==> src/rtl/rdmx_recv_be.sv <==
// ---------------------------------------------------------------------------
// rdmx_recv_be -- receive-side back end of the RDMX path.
//
// Turns each packet (length + {user,address} + data beats) into one AXI4 INCR
// write burst. The final beat carries byte-exact strobes. The block tracks
// write responses that are still outstanding and limits bursts in flight.
// It also reports packet, response-error and length-error status.
//
// Ports
//   clk, reset          : clock, synchronous active-high reset
//   AXIS_PLEN_*         : packet length stream (bytes)
//   AXIS_ADDR_*         : {user, address} stream, address in low AW bits
//   AXIS_DATA_*         : packet data beats with TLAST
//   M_AXI_AW*           : write address channel (registered)
//   M_AXI_W*            : write data channel (pass-through from AXIS_DATA)
//   M_AXI_B*            : write response channel
//   PKT_COUNT           : number of OKAY responses (wraps)
//   BRESP_ERR, LEN_ERR  : sticky error flags, cleared only by reset
//
// DW must be at least 16 so that a beat has more than one byte lane.
// ---------------------------------------------------------------------------
module rdmx_recv_be #(
    parameter int DW      = 512,
    parameter int AW      = 64,
    parameter int UW      = 32,
    parameter int MAX_OUT = 8
) (
    input  logic             clk,
    input  logic             reset,
    input  logic [15:0]      AXIS_PLEN_TDATA,
    input  logic             AXIS_PLEN_TVALID,
    output logic             AXIS_PLEN_TREADY,
    input  logic [UW+AW-1:0] AXIS_ADDR_TDATA,
    input  logic             AXIS_ADDR_TVALID,
    output logic             AXIS_ADDR_TREADY,
    input  logic [DW-1:0]    AXIS_DATA_TDATA,
    input  logic             AXIS_DATA_TLAST,
    input  logic             AXIS_DATA_TVALID,
    output logic             AXIS_DATA_TREADY,
    output logic [AW-1:0]    M_AXI_AWADDR,
    output logic [UW-1:0]    M_AXI_AWUSER,
    output logic [7:0]       M_AXI_AWLEN,
    output logic [2:0]       M_AXI_AWSIZE,
    output logic [1:0]       M_AXI_AWBURST,
    output logic [3:0]       M_AXI_AWID,
    output logic             M_AXI_AWVALID,
    input  logic             M_AXI_AWREADY,
    output logic [DW-1:0]    M_AXI_WDATA,
    output logic [DW/8-1:0]  M_AXI_WSTRB,
    output logic             M_AXI_WLAST,
    output logic             M_AXI_WVALID,
    input  logic             M_AXI_WREADY,
    input  logic [1:0]       M_AXI_BRESP,
    input  logic             M_AXI_BVALID,
    output logic             M_AXI_BREADY,
    output logic [31:0]      PKT_COUNT,
    output logic             BRESP_ERR,
    output logic             LEN_ERR
);

    localparam int         BPB       = DW / 8;
    localparam int         SZ        = $clog2(BPB);
    localparam logic [7:0] MAX_OUT_C = 8'(MAX_OUT);

    typedef enum logic [1:0] {
        S_IDLE = 2'd0,
        S_AW   = 2'd1,
        S_W    = 2'd2
    } state_t;

    // Number of beats for a packet; a zero-length packet still moves one beat.
    function automatic logic [16:0] burst_beats(input logic [15:0] plen);
        logic [16:0] sum;
        sum = {1'b0, plen} + 17'(BPB - 1);
        if (plen == 16'd0) begin
            return 17'd1;
        end else begin
            return sum >> SZ;
        end
    endfunction

    // Strobe for the final beat: only the residual bytes, or none for plen = 0.
    function automatic logic [BPB-1:0] last_strobe(input logic [15:0] plen);
        logic [SZ-1:0]  rem;
        logic [BPB-1:0] strb;
        rem = plen[SZ-1:0];
        if (plen == 16'd0) begin
            strb = {BPB{1'b0}};
        end else if (rem == {SZ{1'b0}}) begin
            strb = {BPB{1'b1}};
        end else begin
            for (int i = 0; i < BPB; i++) begin
                strb[i] = (i < int'(rem));
            end
        end
        return strb;
    endfunction

    state_t          state_q;
    logic [AW-1:0]   awaddr_q;
    logic [UW-1:0]   awuser_q;
    logic [7:0]      awlen_q;
    logic            awvalid_q;
    logic [BPB-1:0]  last_strb_q;
    logic [7:0]      beat_cnt_q;
    logic [7:0]      out_q;
    logic [31:0]     pkt_count_q;
    logic            bresp_err_q;
    logic            len_err_q;

    logic [16:0]     beats_d;
    logic [7:0]      awlen_d;
    logic            plen_bad_d;
    logic [BPB-1:0]  last_strb_d;
    logic [7:0]      out_d;

    logic            pop_s;
    logic            aw_hs_s;
    logic            w_hs_s;
    logic            wlast_s;
    logic            b_acc_s;

    // Burst geometry of the packet at the head of the length stream.
    always_comb begin
        beats_d     = burst_beats(AXIS_PLEN_TDATA);
        awlen_d     = beats_d[7:0] - 8'd1;
        plen_bad_d  = (AXIS_PLEN_TDATA == 16'd0) || (beats_d > 17'd256);
        last_strb_d = last_strobe(AXIS_PLEN_TDATA);
    end

    // Both control streams pop together, only when a burst slot is free.
    assign pop_s   = (state_q == S_IDLE) && AXIS_PLEN_TVALID && AXIS_ADDR_TVALID
                     && (out_q < MAX_OUT_C) && !reset;
    assign aw_hs_s = M_AXI_AWVALID && M_AXI_AWREADY;
    assign wlast_s = (beat_cnt_q == awlen_q);
    assign w_hs_s  = (state_q == S_W) && AXIS_DATA_TVALID && M_AXI_WREADY && !reset;
    // A response with nothing outstanding is dropped entirely.
    assign b_acc_s = M_AXI_BVALID && !reset && (out_q != 8'd0);

    // Outstanding-burst count: simultaneous AW and B cancel out.
    always_comb begin
        out_d = out_q;
        if (aw_hs_s && !b_acc_s) begin
            out_d = out_q + 8'd1;
        end else if (b_acc_s && !aw_hs_s) begin
            out_d = out_q - 8'd1;
        end else begin
            out_d = out_q;
        end
    end

    // Control FSM, AW registers, beat counter and status registers.
    always_ff @(posedge clk) begin
        if (reset) begin
            state_q     <= S_IDLE;
            awaddr_q    <= {AW{1'b0}};
            awuser_q    <= {UW{1'b0}};
            awlen_q     <= 8'd0;
            awvalid_q   <= 1'b0;
            last_strb_q <= {BPB{1'b0}};
            beat_cnt_q  <= 8'd0;
            out_q       <= 8'd0;
            pkt_count_q <= 32'd0;
            bresp_err_q <= 1'b0;
            len_err_q   <= 1'b0;
        end else begin
            case (state_q)
                S_IDLE: begin
                    if (pop_s) begin
                        awaddr_q    <= AXIS_ADDR_TDATA[AW-1:0];
                        awuser_q    <= AXIS_ADDR_TDATA[UW+AW-1:AW];
                        awlen_q     <= awlen_d;
                        last_strb_q <= last_strb_d;
                        awvalid_q   <= 1'b1;
                        state_q     <= S_AW;
                        if (plen_bad_d) begin
                            len_err_q <= 1'b1;
                        end
                    end
                end
                S_AW: begin
                    if (aw_hs_s) begin
                        awvalid_q  <= 1'b0;
                        beat_cnt_q <= 8'd0;
                        state_q    <= S_W;
                    end
                end
                S_W: begin
                    if (w_hs_s) begin
                        beat_cnt_q <= beat_cnt_q + 8'd1;
                        // The burst always ends on the computed WLAST; a TLAST
                        // disagreement is only flagged.
                        if (AXIS_DATA_TLAST != wlast_s) begin
                            len_err_q <= 1'b1;
                        end
                        if (wlast_s) begin
                            state_q <= S_IDLE;
                        end
                    end
                end
                default: begin
                    state_q   <= S_IDLE;
                    awvalid_q <= 1'b0;
                end
            endcase

            out_q <= out_d;
            if (b_acc_s) begin
                if (M_AXI_BRESP == 2'b00) begin
                    pkt_count_q <= pkt_count_q + 32'd1;
                end else begin
                    bresp_err_q <= 1'b1;
                end
            end
        end
    end

    assign AXIS_PLEN_TREADY = pop_s;
    assign AXIS_ADDR_TREADY = pop_s;
    assign AXIS_DATA_TREADY = (state_q == S_W) && M_AXI_WREADY && !reset;

    assign M_AXI_AWADDR  = awaddr_q;
    assign M_AXI_AWUSER  = awuser_q;
    assign M_AXI_AWLEN   = awlen_q;
    assign M_AXI_AWSIZE  = 3'(SZ);
    assign M_AXI_AWBURST = 2'b01;
    assign M_AXI_AWID    = 4'd0;
    assign M_AXI_AWVALID = awvalid_q && !reset;

    assign M_AXI_WDATA  = AXIS_DATA_TDATA;
    assign M_AXI_WVALID = (state_q == S_W) && AXIS_DATA_TVALID && !reset;
    assign M_AXI_WLAST  = (state_q == S_W) && wlast_s;
    assign M_AXI_WSTRB  = wlast_s ? last_strb_q : {BPB{1'b1}};

    assign M_AXI_BREADY = !reset;

    assign PKT_COUNT = pkt_count_q;
    assign BRESP_ERR = bresp_err_q;
    assign LEN_ERR   = len_err_q;

endmodule

==> config.mk <==
export PLATFORM = sky130hd
export DESIGN_NAME = rdmx_recv_be
export DESIGN_NICKNAME = d
export VERILOG_FILES = /design/src/rtl/rdmx_recv_be.sv
export SDC_FILE = /design/constraint.sdc
export NUM_CORES = 1
export LEC_CHECK = 0
export BUFFER_PORTS_ARGS = -buffer_cell sky130_fd_sc_hd__buf_2
export CAP_MARGIN = 0
export CORE_AREA = 4 4 536 538
export CTS_BUF_LIST = sky130_fd_sc_hd__clkbuf_4
export DETAILED_ROUTE_END_ITERATION = 12
export DIE_AREA = 0 0 540 542
export SYNTH_ARGS = -nofsm -noshare
export SYNTH_HDL_FRONTEND = slang
export SYNTH_SLANG_ARGS = --single-unit
export TNS_END_PERCENT = 50
==> constraint.sdc <==
create_clock -name clk -period 2.9 [get_ports clk]
set_clock_uncertainty 0.1 [all_clocks]
set_input_delay 0.145 -clock clk [delete_from_list [all_inputs] [get_ports clk]]
set_output_delay 0.145 -clock clk [all_outputs]
set_load 0.03 [all_outputs]
==> flow_results.xml <==
<?xml version="1.0" encoding="UTF-8"?>
<metrics>
  <group name="floorplanning">
    <metric name="std_cell_rows" unit="">195</metric>
    <metric name="vertical_die_dimension" unit="µm">542</metric>
    <metric name="floorplan.die.width" unit="µm">540</metric>
    <metric name="coreArea" unit="µm²">282000</metric>
    <metric name="floorplan.initialDensity" unit="%">4.83</metric>
    <metric name="boundary_pin_count" unit="">1365</metric>
    <metric name="die-area" unit="µm²">293000</metric>
  </group>
  <group name="worst_setup_path">
    <metric name="kind_of_launch_point_of_the_worst_setup_path" unit="">flip-flop</metric>
    <metric name="crit_arrival" unit="ns">3.70</metric>
    <metric name="critical_path.max_fanout" unit="">6</metric>
    <metric name="cp_cell_sequence" unit="">or4_4 -&gt; o31a_1 -&gt; nand2_2 -&gt; ha_4 -&gt; inv_8 -&gt; ha_4 -&gt; a21oi_4 -&gt; o211ai_1 -&gt; o41ai_2 -&gt; xnor2_1 -&gt; or3_1 -&gt; a21oi_1</metric>
    <metric name="timing.critical_path.mode_cell" unit="">sky130_fd_sc_hd__ha_4</metric>
    <metric name="worst-endpoint-required" unit="ns">3.57</metric>
    <metric name="worst-setup-path-type" unit="">flip-flop to flip-flop</metric>
    <metric name="worst_path_max_delay_cell" unit="">sky130_fd_sc_hd__or4_4</metric>
    <metric name="critical-path-max-stage-delay" unit="ns">0.54</metric>
    <metric name="critical_path.endpoint_type" unit="">flip-flop</metric>
    <metric name="cp_top_family" unit="">compound AO/OA/AOI/OAI gates</metric>
    <metric name="reg2reg_setup_slack" unit="ns">-0.13</metric>
    <metric name="cp_num_buf_inv" unit="">1</metric>
  </group>
  <group name="cells_and_area">
    <metric name="layoutNonFillerInstCount" unit="">5663</metric>
    <metric name="finalCoreUtilization" unit="%">7.12</metric>
    <metric name="final_net_count" unit="">2516</metric>
    <metric name="final_layout_size_suffix_gt1_share" unit="%">29.8</metric>
    <metric name="syn2layout_area_growth" unit="%">47.3</metric>
  </group>
  <group name="placed_design">
    <metric name="routabilityCongestion" unit="">0.886</metric>
    <metric name="place_hpwl" unit="µm">183000</metric>
    <metric name="dp_worst_setup_slack" unit="ns">-0.159</metric>
    <metric name="dp.cells" unit="">5289</metric>
    <metric name="port_buffers" unit="">331</metric>
  </group>
  <group name="timing">
    <metric name="timing.final.crit_period" unit="ns">3.03</metric>
    <metric name="layout_setup_ws" unit="ns">-0.134</metric>
    <metric name="max_freq" unit="GHz">0.330</metric>
    <metric name="hold_violations_final" unit="">0</metric>
    <metric name="final.period_utilization" unit="%">105</metric>
    <metric name="timing.max_slew.rel_slack" unit="%">45.3</metric>
    <metric name="grt_setup_unrepaired" unit="">yes</metric>
    <metric name="whs" unit="ns">0.133</metric>
    <metric name="slew_at_the_pin_closest_to_its_max_slew_limit" unit="ns">0.817</metric>
    <metric name="drv_slew" unit="">0</metric>
    <metric name="setup_violations" unit="">71</metric>
  </group>
  <group name="routing">
    <metric name="dr_total_vias" unit="">13200</metric>
    <metric name="final_antenna_net_count" unit="">0</metric>
    <metric name="wl_met3" unit="µm">77200</metric>
    <metric name="firstDrtPassIters" unit="">5</metric>
    <metric name="postRouteWirelength" unit="µm">202000</metric>
    <metric name="met2WireLength" unit="µm">81500</metric>
    <metric name="detailedRoute.firstIterationViolations" unit="">945</metric>
    <metric name="wl_met1" unit="µm">26500</metric>
    <metric name="drt-vias-per-instance" unit="">2.32</metric>
    <metric name="top_layer" unit="">met5</metric>
    <metric name="drc" unit="">0</metric>
    <metric name="wl_per_cell" unit="µm">35.6</metric>
  </group>
  <group name="yosys">
    <metric name="synthMostInstantiatedCell" unit="">sky130_fd_sc_hd__buf_4</metric>
    <metric name="synth_fa_ha_area_share" unit="%">1.16</metric>
    <metric name="synth.area.mux_share" unit="%">0.220</metric>
    <metric name="async_flop_share" unit="%">0</metric>
    <metric name="synth.ff_latch_count" unit="">221</metric>
    <metric name="synth_xor_xnor_area_share" unit="%">3.60</metric>
    <metric name="post_synth_main_area_contributors" unit="">sky130_fd_sc_hd__dfxtp_1 (32%), sky130_fd_sc_hd__buf_4 (29%), sky130_fd_sc_hd__nand2_1 (7.7%)</metric>
    <metric name="synth.cell_area" unit="µm²">13600</metric>
    <metric name="synth-compound-area-share" unit="%">11.5</metric>
    <metric name="ys_seq_area_share" unit="%">32.5</metric>
    <metric name="synthCells" unit="">1756</metric>
    <metric name="synth_top_area_share" unit="%">32.5</metric>
    <metric name="area_leader_netlist" unit="">sky130_fd_sc_hd__dfxtp_1</metric>
    <metric name="postSynth.topFlopCell" unit="">sky130_fd_sc_hd__dfxtp_1</metric>
    <metric name="post_synth_and_or_nand_nor_area_fraction" unit="%">19.1</metric>
    <metric name="average_footprint_of_a_synthesized_cell" unit="µm²">7.76</metric>
    <metric name="synthesis.yosys.warnings" unit="">0</metric>
    <metric name="synth_top_family_by_area" unit="">buffers and inverters</metric>
    <metric name="synth_cell_type_count" unit="">58</metric>
    <metric name="ys_top_cells_by_count" unit="">sky130_fd_sc_hd__buf_4 (523), sky130_fd_sc_hd__nand2_1 (280), sky130_fd_sc_hd__dfxtp_1 (221), sky130_fd_sc_hd__a21oi_1 (167), sky130_fd_sc_hd__nor2_1 (96)</metric>
    <metric name="synth_edf_count" unit="">0</metric>
  </group>
  <group name="grt">
    <metric name="global_route.overflow_total" unit="">0</metric>
    <metric name="grt_use_total" unit="%">13.1</metric>
    <metric name="grt_pass1_wl" unit="µm">228000</metric>
    <metric name="grt_antenna_before_repair" unit="">62</metric>
    <metric name="grt_pass1_vias" unit="">12800</metric>
    <metric name="grt_start_max_net_pins" unit="">94</metric>
  </group>
  <group name="pwr">
    <metric name="p_leak" unit="nW">6.86</metric>
    <metric name="power.density" unit="nW/µm²">780</metric>
    <metric name="vdd.ir_drop.worst" unit="mV">0.934</metric>
  </group>
  <group name="job">
    <metric name="maxCapViolations" unit="">0</metric>
  </group>
  <group name="clock_tree">
    <metric name="tritoncts_clock_tree" unit="">built</metric>
    <metric name="htreeDepth" unit="">3</metric>
    <metric name="cts_inserted_buffers" unit="">66</metric>
    <metric name="clkSinkCount" unit="">221</metric>
    <metric name="clock_input_transition_at_the_sequential_cells_of_the_worst_setup_and_hold_paths" unit="ns">0.06</metric>
    <metric name="cts.path.max_buffers" unit="">3</metric>
    <metric name="clk_latency" unit="ns">0.85</metric>
    <metric name="clk_root_buffer_cell" unit="">sky130_fd_sc_hd__clkbuf_4</metric>
  </group>
  <group name="status">
    <metric name="failed_checks" unit="">negative setup slack</metric>
    <metric name="outcome" unit="">finished with violations</metric>
  </group>
  <group name="hold_path">
    <metric name="hold_path_class" unit="">input pin to flip-flop</metric>
  </group>
</metrics>
==> registers in the layout, indices dropped and copies added, names as in the netlist, 2 cells and up <==
name / flops
M_AXI_AWADDR: 64
last_strb_q: 64
M_AXI_AWUSER: 32
PKT_COUNT: 32
M_AXI_AWLEN: 8
beat_cnt_q: 8
out_q: 8
state_q: 2
==> worst reg2reg max path, cell delays in order, from the launching register on <==
cell and delay, ns:
sky130_fd_sc_hd__dfxtp_2 0.32, sky130_fd_sc_hd__or4_4 0.54, sky130_fd_sc_hd__o31a_1 0.29, sky130_fd_sc_hd__nand2_2 0.10, sky130_fd_sc_hd__ha_4 0.17, sky130_fd_sc_hd__inv_8 0.06, sky130_fd_sc_hd__ha_4 0.22, sky130_fd_sc_hd__a21oi_4 0.12
sky130_fd_sc_hd__o211ai_1 0.13, sky130_fd_sc_hd__o41ai_2 0.35, sky130_fd_sc_hd__xnor2_1 0.14, sky130_fd_sc_hd__or3_1 0.32, sky130_fd_sc_hd__a21oi_1 0.12
==> cell usage in the layout (no fill, tap or decap), types with 30 or more instances in the layout <==
master	synthesis	layout
sky130_fd_sc_hd__or3_1	73	72
sky130_fd_sc_hd__o21ai_0	31	30
sky130_fd_sc_hd__buf_2	13	304
sky130_fd_sc_hd__dlygate4sd3_1	0	238
sky130_fd_sc_hd__a21oi_1	167	163
sky130_fd_sc_hd__xnor2_1	36	34
sky130_fd_sc_hd__clkbuf_4	0	103
sky130_fd_sc_hd__nor2_1	96	95
sky130_fd_sc_hd__dfxtp_1	221	207
sky130_fd_sc_hd__nand2_1	280	279
sky130_fd_sc_hd__buf_4	523	75
==> cell families after synthesis <==
group | count (synthesis)
AOI/OAI and AO/OA | 268
xor gates and xnor gates | 56
adders and majority gates | 12
buffers and inverters | 625
DFF | 221
muxes | 3
other | 2
and+or+nand+nor | 569
==> metal layers <==
| metal | GRT usage [%] | vias to the layer above |
|---|---|---|
| met4 | 8.64 | 8 |
| met3 | 23.4 | 594 |
| met5 | 0.0493 | - |
| met2 | 19.0 | 1415 |
| met1 | 4.88 | 5629 |
| li1 | - | 5511 |
==> final cells by class <==
class | instances | area, µm²
multi-input cells | 917 | 5040
clock inverters | 22 | 119
clock buffers | 94 | 706
fillers | 33300 | 262000
repair inverters | 1 | 30.0
diodes | 3 | 7.51
repair buffers | 648 | 4960
inverters | 14 | 76.3
well taps | 3743 | 4680
flip-flops and latches | 221 | 4450
==> through the flow <==
| step | total power, W | setup TNS (ns) | cell area, µm² |
|---|---|---|---|
| after floorplan | 0.00902 | -0.0267 | 13700 |
| after global placement | 0.0117 | -0.250 | 16300 |
| after detailed placement | 0.0117 | -0.243 | 16300 |
| after CTS | 0.0156 | -0.282 | 19700 |
| after global routing | 0.0165 | -12.76 | 20100 |
| final | 0.0157 | -2.70 | 20100 |
==> report_power, final <==
part           internal (W)  switching (W)
sequential          0.00336       0.000185
combinational       0.00269        0.00618
clock               0.00158        0.00166
total               0.00763        0.00802
==> final timing paths <==
kind                                    to  depth (start not counted)                          from
max reg2reg          out_q[7]$_SDFFE_PP0P_                         12         out_q[7]$_SDFFE_PP0P_
max                  out_q[7]$_SDFFE_PP0P_                         12         out_q[7]$_SDFFE_PP0P_
min reg2reg   last_strb_q[57]$_SDFFE_PP0P_                          2  last_strb_q[57]$_SDFFE_PP0P_
min          M_AXI_AWADDR[46]$_SDFFE_PP0P_                          4           AXIS_ADDR_TDATA[46]
==> repair_timing <==
action,in CTS,in global routing
gates cloned,1,3
buffers inserted,5,7
hold buffers,243,0
endpoints found under the hold margin,221,0
endpoints found under the setup margin,40,61
pin swaps,1,12
gates resized for setup,21,83
No activity file was read; power rests on OpenSTA's default activity.
